===== config.mk =====
export PLATFORM = sky130hd
export DESIGN_NAME = regfile_write_arbiter
export DESIGN_NICKNAME = d
export VERILOG_FILES = /design/src/rtl/regfile_write_arbiter.sv
export SDC_FILE = /design/constraint.sdc
export NUM_CORES = 1
export LEC_CHECK = 0
export BUFFER_PORTS_ARGS = -buffer_cell sky130_fd_sc_hd__buf_2
export CAP_MARGIN = 40
export CORE_UTILIZATION = 25
export CTS_BUF_LIST = sky130_fd_sc_hd__clkbuf_2 sky130_fd_sc_hd__clkbuf_4 sky130_fd_sc_hd__clkbuf_8
export DETAILED_ROUTE_END_ITERATION = 6
export PLACE_DENSITY_LB_ADDON = 0.2
export SLEW_MARGIN = 15
export SYNTH_ARGS = -nofsm -noshare
export SYNTH_HDL_FRONTEND = slang
export SYNTH_SLANG_ARGS = --single-unit

===== constraint.sdc =====
create_clock -name clk -period 4.37 [get_ports clk]
set_input_delay 0.874 -clock clk [delete_from_list [all_inputs] [get_ports clk]]
set_output_delay 0.874 -clock clk [all_outputs]
set_load 0.02 [all_outputs]

===== src/rtl/regfile_write_arbiter.sv =====
// Round-robin arbiter for the single write port of the register bank, with an
// optional lock mode giving one requester a bounded burst of back-to-back writes.
module regfile_write_arbiter #(
    parameter int NREQ     = 4,
    parameter int NREGS    = 8,
    parameter int AW       = 3,
    parameter int WIDTH    = 20,
    parameter int MAXBURST = 4
) (
    input  logic                          clk,
    input  logic                          rst,
    input  logic [NREQ-1:0]               req_valid,
    input  logic [NREQ-1:0]               req_lock,
    input  logic [NREQ*AW-1:0]            req_addr,
    input  logic [NREQ*WIDTH-1:0]         req_data,
    output logic [NREQ-1:0]               req_ready,
    output logic [NREGS-1:0]              we,
    output logic [WIDTH-1:0]              wdata,
    output logic [$clog2(NREQ)-1:0]       owner,
    output logic                          locked
);

    localparam int PW = (NREQ > 1) ? $clog2(NREQ) : 1;
    localparam int CW = $clog2(MAXBURST + 1);

    typedef enum logic {
        IDLE   = 1'b0,
        LOCKED = 1'b1
    } state_t;

    state_t             state_q, state_d;
    logic [PW-1:0]      rr_ptr_q, rr_ptr_d;
    logic [PW-1:0]      owner_q, owner_d;
    logic [CW-1:0]      burst_cnt_q, burst_cnt_d;
    logic [NREGS-1:0]   we_q, we_d;
    logic [WIDTH-1:0]   wdata_q, wdata_d;

    logic [NREQ-1:0]    grant;
    logic               found;
    int                 gsel;
    int                 idx;
    logic               fire;
    logic [AW-1:0]      gaddr;

    always_comb begin
        grant = '0;
        found = 1'b0;
        gsel  = 0;
        idx   = 0;
        if (state_q == LOCKED) begin
            gsel = int'(owner_q);
            grant[owner_q] = req_valid[owner_q];
        end else begin
            for (int k = 0; k < NREQ; k++) begin
                idx = (int'(rr_ptr_q) + k) % NREQ;
                if (!found && req_valid[idx]) begin
                    found       = 1'b1;
                    grant[idx]  = 1'b1;
                    gsel        = idx;
                end
            end
        end
    end

    assign req_ready = rst ? '0 : grant;
    assign fire      = |req_ready;
    assign gaddr     = req_addr[gsel*AW +: AW];

    always_comb begin
        state_d     = state_q;
        rr_ptr_d    = rr_ptr_q;
        owner_d     = owner_q;
        burst_cnt_d = burst_cnt_q;
        we_d        = '0;
        wdata_d     = wdata_q;

        // Out-of-range addresses still complete the handshake but drop the data.
        if (fire && (int'(gaddr) < NREGS)) begin
            we_d[gaddr] = 1'b1;
            wdata_d     = req_data[gsel*WIDTH +: WIDTH];
        end

        case (state_q)
            IDLE: begin
                if (fire) begin
                    rr_ptr_d = PW'((gsel + 1) % NREQ);
                    if (req_lock[gsel] && (MAXBURST > 1)) begin
                        state_d     = LOCKED;
                        owner_d     = PW'(gsel);
                        burst_cnt_d = CW'(1);
                    end
                end
            end
            LOCKED: begin
                // burst_cnt counts grants already made; release on the MAXBURST-th.
                if (fire && req_lock[owner_q] && (burst_cnt_q < CW'(MAXBURST - 1))) begin
                    burst_cnt_d = burst_cnt_q + CW'(1);
                end else begin
                    state_d     = IDLE;
                    burst_cnt_d = '0;
                end
            end
            default: begin
                state_d     = IDLE;
                burst_cnt_d = '0;
            end
        endcase
    end

    always_ff @(posedge clk) begin
        if (rst) begin
            state_q     <= IDLE;
            rr_ptr_q    <= '0;
            owner_q     <= '0;
            burst_cnt_q <= '0;
            we_q        <= '0;
            wdata_q     <= '0;
        end else begin
            state_q     <= state_d;
            rr_ptr_q    <= rr_ptr_d;
            owner_q     <= owner_d;
            burst_cnt_q <= burst_cnt_d;
            we_q        <= we_d;
            wdata_q     <= wdata_d;
        end
    end

    assign we     = we_q;
    assign wdata  = wdata_q;
    assign owner  = owner_q;
    assign locked = (state_q == LOCKED);

endmodule


## Yosys cells after proc, flatten, opt, wreduce, memory -nomap -nowiden

Cells that the tools add are included.

| operators by class | value |
|---|---|
| add/subtract/negate cells | 5 |
| multipliers | 2 |
| order comparisons | 14 |
| equal/unequal tests | 2 |
| shift operators | 2 |
| muxes and demuxes | 58 |
| bitwise logic cells | 9 |
| reduce and logical (&&, ||, !) cells | 22 |

Operators with widths:

| cell | number |
|---|---|
| 2-to-1 mux 32 bit | 4 |
| indexed part select 80 x 32 -> 20 bit | 1 |
| 2-to-1 mux 4 bit | 9 |
| less-than comparator 32 x 4 -> 1 bit (second input constant) | 1 |
| multiplier 32 x 3 -> 32 bit (second input constant) | 1 |
| multiplier 32 x 4 -> 30 bit (second input constant) | 1 |
| indexed part select 12 x 32 -> 3 bit | 1 |
| 2-to-1 mux 1 bit | 26 |
| less-than comparator 3 x 4 -> 1 bit (second input constant) | 4 |
| binary-select mux 1 bit (select 2 bit) | 7 |
| >= comparator 3 x 1 -> 1 bit (second input constant) | 4 |
| OR 4 bit | 3 |
| logical AND 1 bit | 11 |
| demux 1 bit (select 2 bit) | 5 |
| 2-to-1 mux 3 bit | 3 |
| OR reduction 2 bit | 4 |
| adder 2 bit (second input constant) | 3 |
| less-than comparator 2 x 3 -> 1 bit (second input constant) | 2 |
| case mux 3 bit (2 select lines) | 1 |
| AND 4 bit | 1 |
| >= comparator 2 x 1 -> 1 bit (second input constant) | 2 |
| != test 2 bit (second input constant) | 2 |
| AND reduction 2 bit | 2 |
| OR reduction 4 bit | 1 |
| other kinds (10) | 15 |

| storage, ports and cells | value |
|---|---|
| register bits | 36 |
| output and inout port bits | 35 |
| logic and storage cells | 120 |

## Longest topological paths before layout

Gate-level depths: netlist of the first run.

| logic depth | value |
|---|---|
| depth after elaboration | 23 |
| mapped depth | 19 |
| depth with buffers taken out | 16 |

## Worst setup path after synthesis of the first run

Ideal clock, no wire load.

| timing path | value |
|---|---|
| path type | register to register |
| from | register rr_ptr_q[0] |
| to | register we_q[2] (netlist: we[2]) |
| setup time | 78 ps |
| arrival time | 4467 ps |
| required time | 4292 ps |
| setup slack | -175 ps |
| cell stages (with the launch flop) | 18 |
| clock period less this slack | 4545 ps |
| path through | dfxtp_1 > clkbuf_1 > inv_1 > ha_1 > clkbuf_1 > mux4_2 > nor2b_4 > o41ai_4 > nor2_4 > buf_2 > buf_1 > ha_1 > clkbuf_1 > a31o_1 > a21oi_1 > a2111oi_0 > or4_4 > nor3_1 |

RTL lines:

| what | RTL line | text |
|---|---|---|
| from (decl) | 32 | `logic [PW-1:0] rr_ptr_q, rr_ptr_d;` |
| from (signal assigned) | 120 | `rr_ptr_q <= rr_ptr_d;` |
| to (signal assigned) | 123 | `we_q <= we_d;` |
| to (decl) | 35 | `logic [NREGS-1:0] we_q, we_d;` |

==> results of run 1 <==
worst max-delay path: stages (launching register included):
cell and delay (ns):
dfxtp_1 0.33, inv_1 0.10, ha_1 0.40, or4b_1 0.52, nor3_1 0.14, a21oi_1 0.12
a31oi_1 0.36, mux2i_4 0.12, inv_1 0.10, ha_1 0.33, a31o_1 0.15, a21oi_1 0.04
a2111oi_0 0.64, o31ai_1 0.24, nor3_1 0.18
registers in the layout, summed over array words and instances, names as in the netlist:
signal,flops
we,8
rr_ptr_q,2
wdata,20
owner,2
locked,1
burst_cnt_q,3
cells in the mapped netlist (all sizes together) (2+ instances only):
| master | number |
|---|---|
| mux4 | 7 |
| mux2i | 12 |
| nand2 | 116 |
| o21ai | 38 |
| a22o | 2 |
| o21a | 2 |
| nor2 | 12 |
| o22ai | 3 |
| o31ai | 3 |
| nand3 | 43 |
| a211oi | 2 |
| nor3 | 14 |
| or2 | 2 |
| o211ai | 8 |
| clkbuf | 19 |
| a31oi | 6 |
| a21oi | 14 |
| dfxtp | 36 |
| buf | 10 |
| inv | 15 |
| nand2b | 4 |
| a221o | 5 |
| or3b | 4 |
| ha | 11 |
| nor4 | 2 |
routing by layer:
metal  vias up  wire length (um)
li1       1698                 -
met1      1453              3880
met2       130              4100
met3         9               768
met4         0                92
met5         -                 0
power breakdown:
part / switching [uW] / leakage, uW / total (uW) / internal [uW]
clock network: 101 / 0.0000359 / 203 / 103
registers: 73.1 / 0.000298 / 531 / 458
logic: 1340 / 0.00148 / 2150 / 807
through the flow:
stage	util	area [um2]
2_1_floorplan	-	2900
3_3_place_gp	0.336	3720
3_5_place_dp	0.336	3720
4_1_cts	0.342	3790
5_1_grt	0.342	3790
6_report	0.342	3790
layout make-up:
cell class | count | share of cell area
multi-input cells | 329 | 0.528
repair buffers | 147 | 0.201
flip-flops and latches | 36 | 0.190
well taps | 140 | 0.0462
clock buffers | 5 | 0.0182
inverters | 16 | 0.0159
worst paths after layout:
check	from	cells past startpoint	endpoint	slack [ns]
worst max-delay path	rr_ptr_q[1]	14	we[7]	0.50
worst min-delay path	wdata[1]	2	wdata[1]	0.46
worst max register to register	rr_ptr_q[1]	14	we[7]	0.50
worst min register to register	wdata[1]	2	wdata[1]	0.46
logic make-up (layout without fill, tap and decap cells):
logic type / Yosys count / count (layout) / synth area share
flip-flops: 36 / 36 / 0.249
AND/OR/NAND/NOR: 204 / 204 / 0.321
AO/OA/AOI/OAI: 94 / 94 / 0.216
buffers and inverters: 45 / 168 / 0.0674
adder cells (fa/ha/maj): 11 / 11 / 0.0475
multiplexers: 20 / 20 / 0.0998
==> impl_metrics.py, run 1 <==
metrics = {
    "timing": {
        "drv_slew": 0,
        "rsz0062_at_grt": "no",
        "setup_slack_ns": 0.497,
        "fin_crit_sh": 0.886,
        "finClkSkew_ns": 0.00760,
        "max_freq_ghz": 0.258,
        "whs_ns": 0.456,
        "max_slew_margin": 0.543,
        "hold_violations": 0,
        "worstMarginPinSlew_ns": 0.668,
        "finalSetupTns_ns": 0,
        "period_minus_slack_ns": 3.87,
        "setup_violations": 0,
    },
    "clock_network": {
        "cts_num_sinks": 36,
        "cts_tree": "built",
        "cts_buffers": 5,
        "cts_root_buf": "clkbuf_8",
        "cts_resized": 0,
        "clk_latency_ns": 0.28,
        "clk_path_buf_depth": 2,
        "clkSlewWorstSetupHoldPaths_ns": 0.07,
        "cts_setup_buffers": 0,
        "cts_hold_buf": 0,
        "htreeDepth": 2,
    },
    "logic_synthesis": {
        "ys_types": 52,
        "ys_seq_area_frac": 0.249,
        "netlist_instances": 410,
        "synth.largest_area_cell": "dfxtp_1",
        "netlist_area_um2": 2900,
        "async_reset_ff_frac": 0,
        "synth_area_leaders": "dfxtp_1, nand2_1, nand3_1, mux4_2, ha_1",
        "avgSynthCellArea_um2": 7.06,
        "netlist.area_leader.share": 0.249,
        "synth_edf_count": 0,
        "ys_ff_latch": 36,
        "synth_nets": 523,
        "synth_ff_type": "dfxtp_1",
        "synth_warnings": 0,
    },
    "job": {
        "drv_cap": 0,
    },
    "drt": {
        "vias_per_cell": 4.89,
        "drc": 0,
        "firstDrtPassIters": 4,
        "ant_nets": 0,
        "routed_wl_um": 8850,
        "drt-initial-drc-count": 121,
        "wl_per_cell_um": 13.1,
        "vias": 3290,
    },
    "global_route": {
        "grt_antenna_before_repair": 0,
        "grt_max_degree": 47,
        "use_met2": 0.268,
        "use_met3": 0.0397,
        "grt_overflow_total": 0,
        "groute.usage.overall": 0.154,
        "grt_busiest_layer": "met2",
        "met1_usage": 0.187,
        "grt_pass1_vias": 3079,
        "grt_pass1_wl_um": 14500,
    },
    "place": {
        "gp_congestion": 0.808,
        "place_inst": 668,
        "portBuffers": 136,
        "hpwl_um": 7050,
        "dp_slack_ns": 0.320,
    },
    "power": {
        "total_power_uw": 2880,
        "leakage_uw": 0.00181,
        "ir_drop_v": 0.000339,
        "power.density_nw_per_um2": 761,
    },
    "final_layout": {
        "layout.cells.non_filler": 673,
        "layout_commonest_cell": "buf_2",
        "final_cell_mix": "buf_2, nand2_1, nand3_1",
        "multiInputGateArea_um2": 2000,
        "diodes": 0,
        "nets": 648,
        "area_delta_synth_final_pct": 30.9,
        "n_fill_cell": 1233,
        "seqCellArea_um2": 721,
        "drive_gt1_frac": 0.317,
    },
    "floorplan": {
        "die_h_um": 110,
        "core-area_um2": 11100,
        "rows": 38,
        "die_x_um": 110,
        "die-area_um2": 12000,
        "io_pins": 137,
        "start_util": 0.261,
    },
    "worst_setup_path": {
        "crit_fanout": 10,
        "cp-start-kind": "flip-flop",
        "path_class": "flip-flop to flip-flop",
        "cp.required_ns": 4.56,
        "endpoint_kind": "flip-flop",
        "critPathArrivalTime_ns": 4.06,
    },
    "hold_path": {
        "hold_class": "flip-flop to flip-flop",
    },
    "outcome": {
        "status": "completed",
    },
}
Note: power is estimated with default switching activity, not from simulation.
==> inputs of run 2 (changes only) <==
--- a/config.mk
+++ b/config.mk
@@ -11,6 +11,7 @@
 export CTS_BUF_LIST = sky130_fd_sc_hd__clkbuf_2 sky130_fd_sc_hd__clkbuf_4 sky130_fd_sc_hd__clkbuf_8
 export DETAILED_ROUTE_END_ITERATION = 6
 export PLACE_DENSITY_LB_ADDON = 0.2
+export RECOVER_POWER = 25
 export SLEW_MARGIN = 15
 export SYNTH_ARGS = -nofsm -noshare
 export SYNTH_HDL_FRONTEND = slang
==> impl_metrics.py, run 2 (synthesis gave the netlist of run 1 again) <==
metrics = {
    "drt": {
        "drt-initial-drc-count": 118,
        "wl_per_cell_um": 13.2,
        "firstDrtPassIters": 4,
        "vias_per_cell": 4.88,
        "vias": 3285,
        "drc": 0,
        "ant_nets": 0,
        "routed_wl_um": 8850,
    },
    "clock_network": {
        "cts_resized": 0,
        "cts_num_sinks": 36,
        "cts_tree": "built",
        "cts_hold_buf": 0,
        "cts_root_buf": "clkbuf_8",
        "clkSlewWorstSetupHoldPaths_ns": 0.07,
        "htreeDepth": 2,
        "cts_buffers": 5,
        "cts_setup_buffers": 0,
        "clk_path_buf_depth": 2,
        "clk_latency_ns": 0.28,
    },
    "timing": {
        "finClkSkew_ns": 0.00743,
        "fin_crit_sh": 0.886,
        "rsz0062_at_grt": "no",
        "worstMarginPinSlew_ns": 0.673,
        "max_freq_ghz": 0.258,
        "finalSetupTns_ns": 0,
        "period_minus_slack_ns": 3.87,
        "whs_ns": 0.458,
        "hold_violations": 0,
        "setup_violations": 0,
        "drv_slew": 0,
        "max_slew_margin": 0.540,
    },
    "final_layout": {
        "layout_commonest_cell": "buf_2",
        "final_cell_mix": "buf_2, nand2_1, nand3_1",
        "largest_register_ffs": 20,
        "drive_gt1_frac": 0.285,
        "n_fill_cell": 1238,
        "nets": 648,
        "diodes": 0,
        "area_delta_synth_final_pct": 30.1,
        "fin_util": 0.340,
    },
    "outcome": {
        "status": "completed",
    },
    "worst_setup_path": {
        "r2r_cells": 14,
        "regToRegSetupSlack_ns": 0.50,
        "cp-start-kind": "flip-flop",
        "endpoint_kind": "flip-flop",
        "r2r-start": "rr_ptr_q[1]",
        "path_class": "flip-flop to flip-flop",
        "cp.required_ns": 4.56,
        "timing.rr.end": "we[7]",
        "crit_fanout": 10,
        "critPathArrivalTime_ns": 4.06,
    },
    "place": {
        "portBuffers": 136,
        "hpwl_um": 7050,
        "gp_congestion": 0.808,
    },
    "global_route": {
        "grt_pass1_vias": 3079,
        "grt_pass1_wl_um": 14500,
        "grt_max_degree": 47,
        "groute.usage.overall": 0.154,
        "grt_antenna_before_repair": 0,
        "grt_overflow_total": 0,
    },
    "power": {
        "power.density_nw_per_um2": 762,
        "leakage_uw": 0.00175,
        "ir_drop_v": 0.000341,
        "total_power_uw": 2870,
    },
    "hold_path": {
        "hold_end": "wdata[3]",
        "min_path_cells": 2,
        "hold_class": "flip-flop to flip-flop",
        "worstHoldStart": "wdata[3]",
    },
    "floorplan": {
        "die_x_um": 110,
        "die-area_um2": 12000,
        "start_util": 0.261,
        "rows": 38,
        "core-area_um2": 11100,
        "io_pins": 137,
        "die_h_um": 110,
    },
    "job": {
        "drv_cap": 0,
    },
}
run 2: cell count changes in the layout (fill, tap and decap cells not counted):
cell and change:
buf_2 -17, clkbuf_1 +17
run 2: metal layers:
metal,GRT usage,wire length [um]
met3,0.0397,758
met4,0.0390,92
met5,0,0
met1,0.187,3900
met2,0.268,4100
run 2: worst max path at each step:
stage	endpoint	cells after the start	slack, ns	start
2_1_floorplan	we[3]	16	0.05	rr_ptr_q[0]
3_3_place_gp	we[3]	11	0.43	req_valid[1]
3_5_place_dp	we[7]	11	0.32	req_valid[1]
4_1_cts	we[7]	14	0.47	rr_ptr_q[1]
5_1_grt	we[7]	14	0.1	rr_ptr_q[1]
6_report	we[7]	14	0.50	rr_ptr_q[1]
run 2: final cells by class:
| type | instances | area (um2) | area share |
|---|---|---|---|
| repair buffers | 147 | 742 | 0.197 |
| well taps | 140 | 175 | 0.0465 |
| clock buffers | 5 | 68.8 | 0.0183 |
| inverters | 16 | 60.1 | 0.0159 |
| multi-input cells | 329 | 2000 | 0.531 |
| flip-flops and latches | 36 | 721 | 0.191 |
run 2: report_power, final:
group | total (uW) | internal [uW] | switching [uW]
clock network | 203 | 103 | 100
registers | 533 | 458 | 74.4
logic | 2140 | 794 | 1340
total | 2870 | 1350 | 1520
run 2: per-stage QoR:
step | area, um2 | instances | setup WS, ns
after detailed placement | 3720 | 668 | 0.320
after floorplan | 2900 | 410 | 0.0458
final | 3770 | 673 | 0.497
after global routing | 3770 | 673 | 0.0980
after CTS | 3790 | 673 | 0.471
after global placement | 3720 | 668 | 0.430
run 2: worst max-delay path, cell delays in order (launching register included):
cell,delay (ns)
dfxtp_1,0.33
inv_1,0.10
ha_1,0.40
or4b_1,0.52
nor3_1,0.14
a21oi_1,0.12
a31oi_1,0.36
mux2i_4,0.12
inv_1,0.10
ha_1,0.33
a31o_1,0.15
a21oi_1,0.04
a2111oi_0,0.64
o31ai_1,0.24
nor3_1,0.18
==> inputs of run 3 (changes only) <==
--- a/config.mk
+++ b/config.mk
@@ -5,6 +5,7 @@
 export SDC_FILE = /design/constraint.sdc
 export NUM_CORES = 1
 export LEC_CHECK = 0
+export ABC_AREA = 1
 export BUFFER_PORTS_ARGS = -buffer_cell sky130_fd_sc_hd__buf_2
 export CAP_MARGIN = 40
 export CORE_UTILIZATION = 25
==> impl_metrics.py, run 3 <==
metrics = {
    "outcome": {
        "status": "completed",
    },
    "worst_setup_path": {
        "critPathArrivalTime_ns": 3.78,
        "crit_top_cell": "nand2_1",
        "endpoint_kind": "flip-flop",
        "cpPeakStageDelay_ns": 0.53,
        "cp.required_ns": 4.60,
        "path_cells": "inv_1, ha_1, inv_1, nand3_2, nand2_4, inv_2, nor2_8, nand3_2, nand2_1, nand3_2, nand2_4, ha_1, inv_1, nor2_1, nand3_1, nand2_1, inv_1, nand2_1, nand2_1, nand2_1, nand2_1, nor2_1",
        "path_class": "flip-flop to flip-flop",
        "critPathSlowestCell": "dfxtp_1",
        "cp-start-kind": "flip-flop",
        "crit_fanout": 11,
    },
    "floorplan": {
        "die-area_um2": 14200,
        "core-area_um2": 13300,
        "start_util": 0.257,
        "rows": 42,
        "die_h_um": 119,
        "die_x_um": 119,
        "io_pins": 137,
    },
    "drt": {
        "drt-initial-drc-count": 207,
        "wl_per_cell_um": 13.3,
        "vias": 4127,
        "routed_wl_um": 11800,
        "vias_per_cell": 4.64,
        "firstDrtPassIters": 4,
        "drc": 0,
        "ant_nets": 0,
    },
    "place": {
        "hpwl_um": 9240,
        "gp_congestion": 0.814,
        "place_inst": 878,
        "portBuffers": 136,
    },
    "timing": {
        "rsz0062_at_grt": "no",
        "max_freq_ghz": 0.281,
        "worstMarginPinSlew_ns": 0.660,
        "hold_violations": 0,
        "setup_violations": 0,
        "finClkSkew_ns": 0.00887,
        "max_slew_margin": 0.560,
        "period_minus_slack_ns": 3.56,
        "drv_slew": 0,
        "fin_crit_sh": 0.814,
        "finalSetupTns_ns": 0,
    },
    "clock_network": {
        "cts_tree": "built",
        "cts_num_sinks": 36,
        "cts_resized": 0,
        "clk_path_buf_depth": 2,
        "clkSlewWorstSetupHoldPaths_ns": 0.08,
        "clk_latency_ns": 0.29,
        "cts_setup_buffers": 0,
        "cts_buffers": 5,
        "cts_hold_buf": 0,
        "htreeDepth": 2,
        "cts_root_buf": "clkbuf_8",
    },
    "final_layout": {
        "n_fill_cell": 1568,
        "drive_gt1_frac": 0.246,
        "final_cell_mix": "nand2_1, buf_2, nand3_1",
        "nets": 822,
        "area_delta_synth_final_pct": 24.4,
        "largest_register_ffs": 20,
        "layout_commonest_cell": "nand2_1",
        "layout.cells.non_filler": 889,
    },
    "logic_synthesis": {
        "synth_edf_count": 0,
        "netlist.area_leader.share": 0.213,
        "avgSynthCellArea_um2": 5.84,
        "netlist_instances": 588,
        "ys_types": 39,
        "yosysMostFrequentCell": "nand2_1",
        "synth_ff_type": "dfxtp_1",
        "synth_common_cells": "nand2_1, nand3_1, inv_1",
        "synth_area_leaders": "nand2_1, dfxtp_1, nand3_1, inv_1, o21ai_0",
        "synth_warnings": 0,
        "ys_seq_area_frac": 0.210,
        "netlist_area_um2": 3440,
        "synth.largest_area_cell": "nand2_1",
        "async_reset_ff_frac": 0,
        "ys_ff_latch": 36,
        "synth_nets": 701,
    },
    "hold_path": {
        "hold_class": "flip-flop to flip-flop",
    },
    "global_route": {
        "met1_usage": 0.202,
        "use_met2": 0.292,
        "grt_antenna_before_repair": 3,
        "grt_max_degree": 71,
        "grt_overflow_total": 0,
        "groute.usage.overall": 0.167,
        "grt_pass1_wl_um": 19100,
        "use_met3": 0.0330,
        "grt_busiest_layer": "met2",
        "grt_pass1_vias": 3985,
    },
    "power": {
        "ir_drop_v": 0.000368,
        "leakage_uw": 0.00233,
        "total_power_uw": 4380,
        "power.density_nw_per_um2": 1020,
    },
    "job": {
        "drv_cap": 0,
    },
}
## run 3: power breakdown
part	internal, uW	leakage, uW	switching, uW
Clock	111	0.0000479	133
Combinational	1140	0.00198	2440
Sequential	472	0.000299	85.0
Total	1730	0.00233	2660
## run 3: stage by stage
stage	util	area, um2	setup WS (ns)	hold WS, ns
2_1_floorplan	-	3440	1.06	0.457
3_3_place_gp	0.315	4200	0.898	0.425
3_5_place_dp	0.315	4200	0.822	0.433
4_1_cts	0.321	4290	0.795	0.452
5_1_grt	0.320	4270	0.408	0.477
6_report	0.320	4280	0.812	0.450
## run 3: layout make-up
class | instances | area [um2] | area share
multi-input cells | 447 | 2240 | 0.524
clock buffers | 5 | 68.8 | 0.0161
diodes | 3 | 7.51 | 0.00176
well taps | 176 | 220 | 0.0515
flip-flops and latches | 36 | 721 | 0.169
clock inverters | 3 | 18.8 | 0.00439
inverters | 77 | 297 | 0.0694
repair buffers | 142 | 704 | 0.165
## run 3: metal layers
layer | up-vias | part of all wire
met3 | 14 | 0.054
met5 | - | 0
met4 | 0 | 0.017
met1 | 1873 | 0.44
li1 | 2126 | -
met2 | 114 | 0.49
## run 3: logic make-up (layout without fill, tap and decap cells)
kind of cell / Yosys count / after routing / share of synthesized area
and+or+nand+nor: 359 / 359 / 0.484
adders and majority gates: 11 / 11 / 0.0401
DFF: 36 / 36 / 0.210
AOI/OAI and AO/OA: 77 / 77 / 0.127
other: 0 / 3 / 0
buffers and inverters: 105 / 227 / 0.139
## run 3: critical path, delay by kind of cell (launching register included)
| family | cells | cell delay, ns |
|---|---|---|
| and+or+nand+nor | 15 | 1.70 |
| DFF | 1 | 0.53 |
| adders and majority gates | 2 | 0.63 |
| buffers and inverters | 5 | 0.64 |
## run 3: final timing paths
path / slack (ns) / from / cells after the start / to
worst min register to register: 0.45 / wdata[5] / 2 / wdata[5]
worst max-delay path: 0.81 / rr_ptr_q[1] / 22 / we[2]
worst min-delay path: 0.45 / wdata[5] / 2 / wdata[5]
worst max register to register: 0.81 / rr_ptr_q[1] / 22 / we[2]
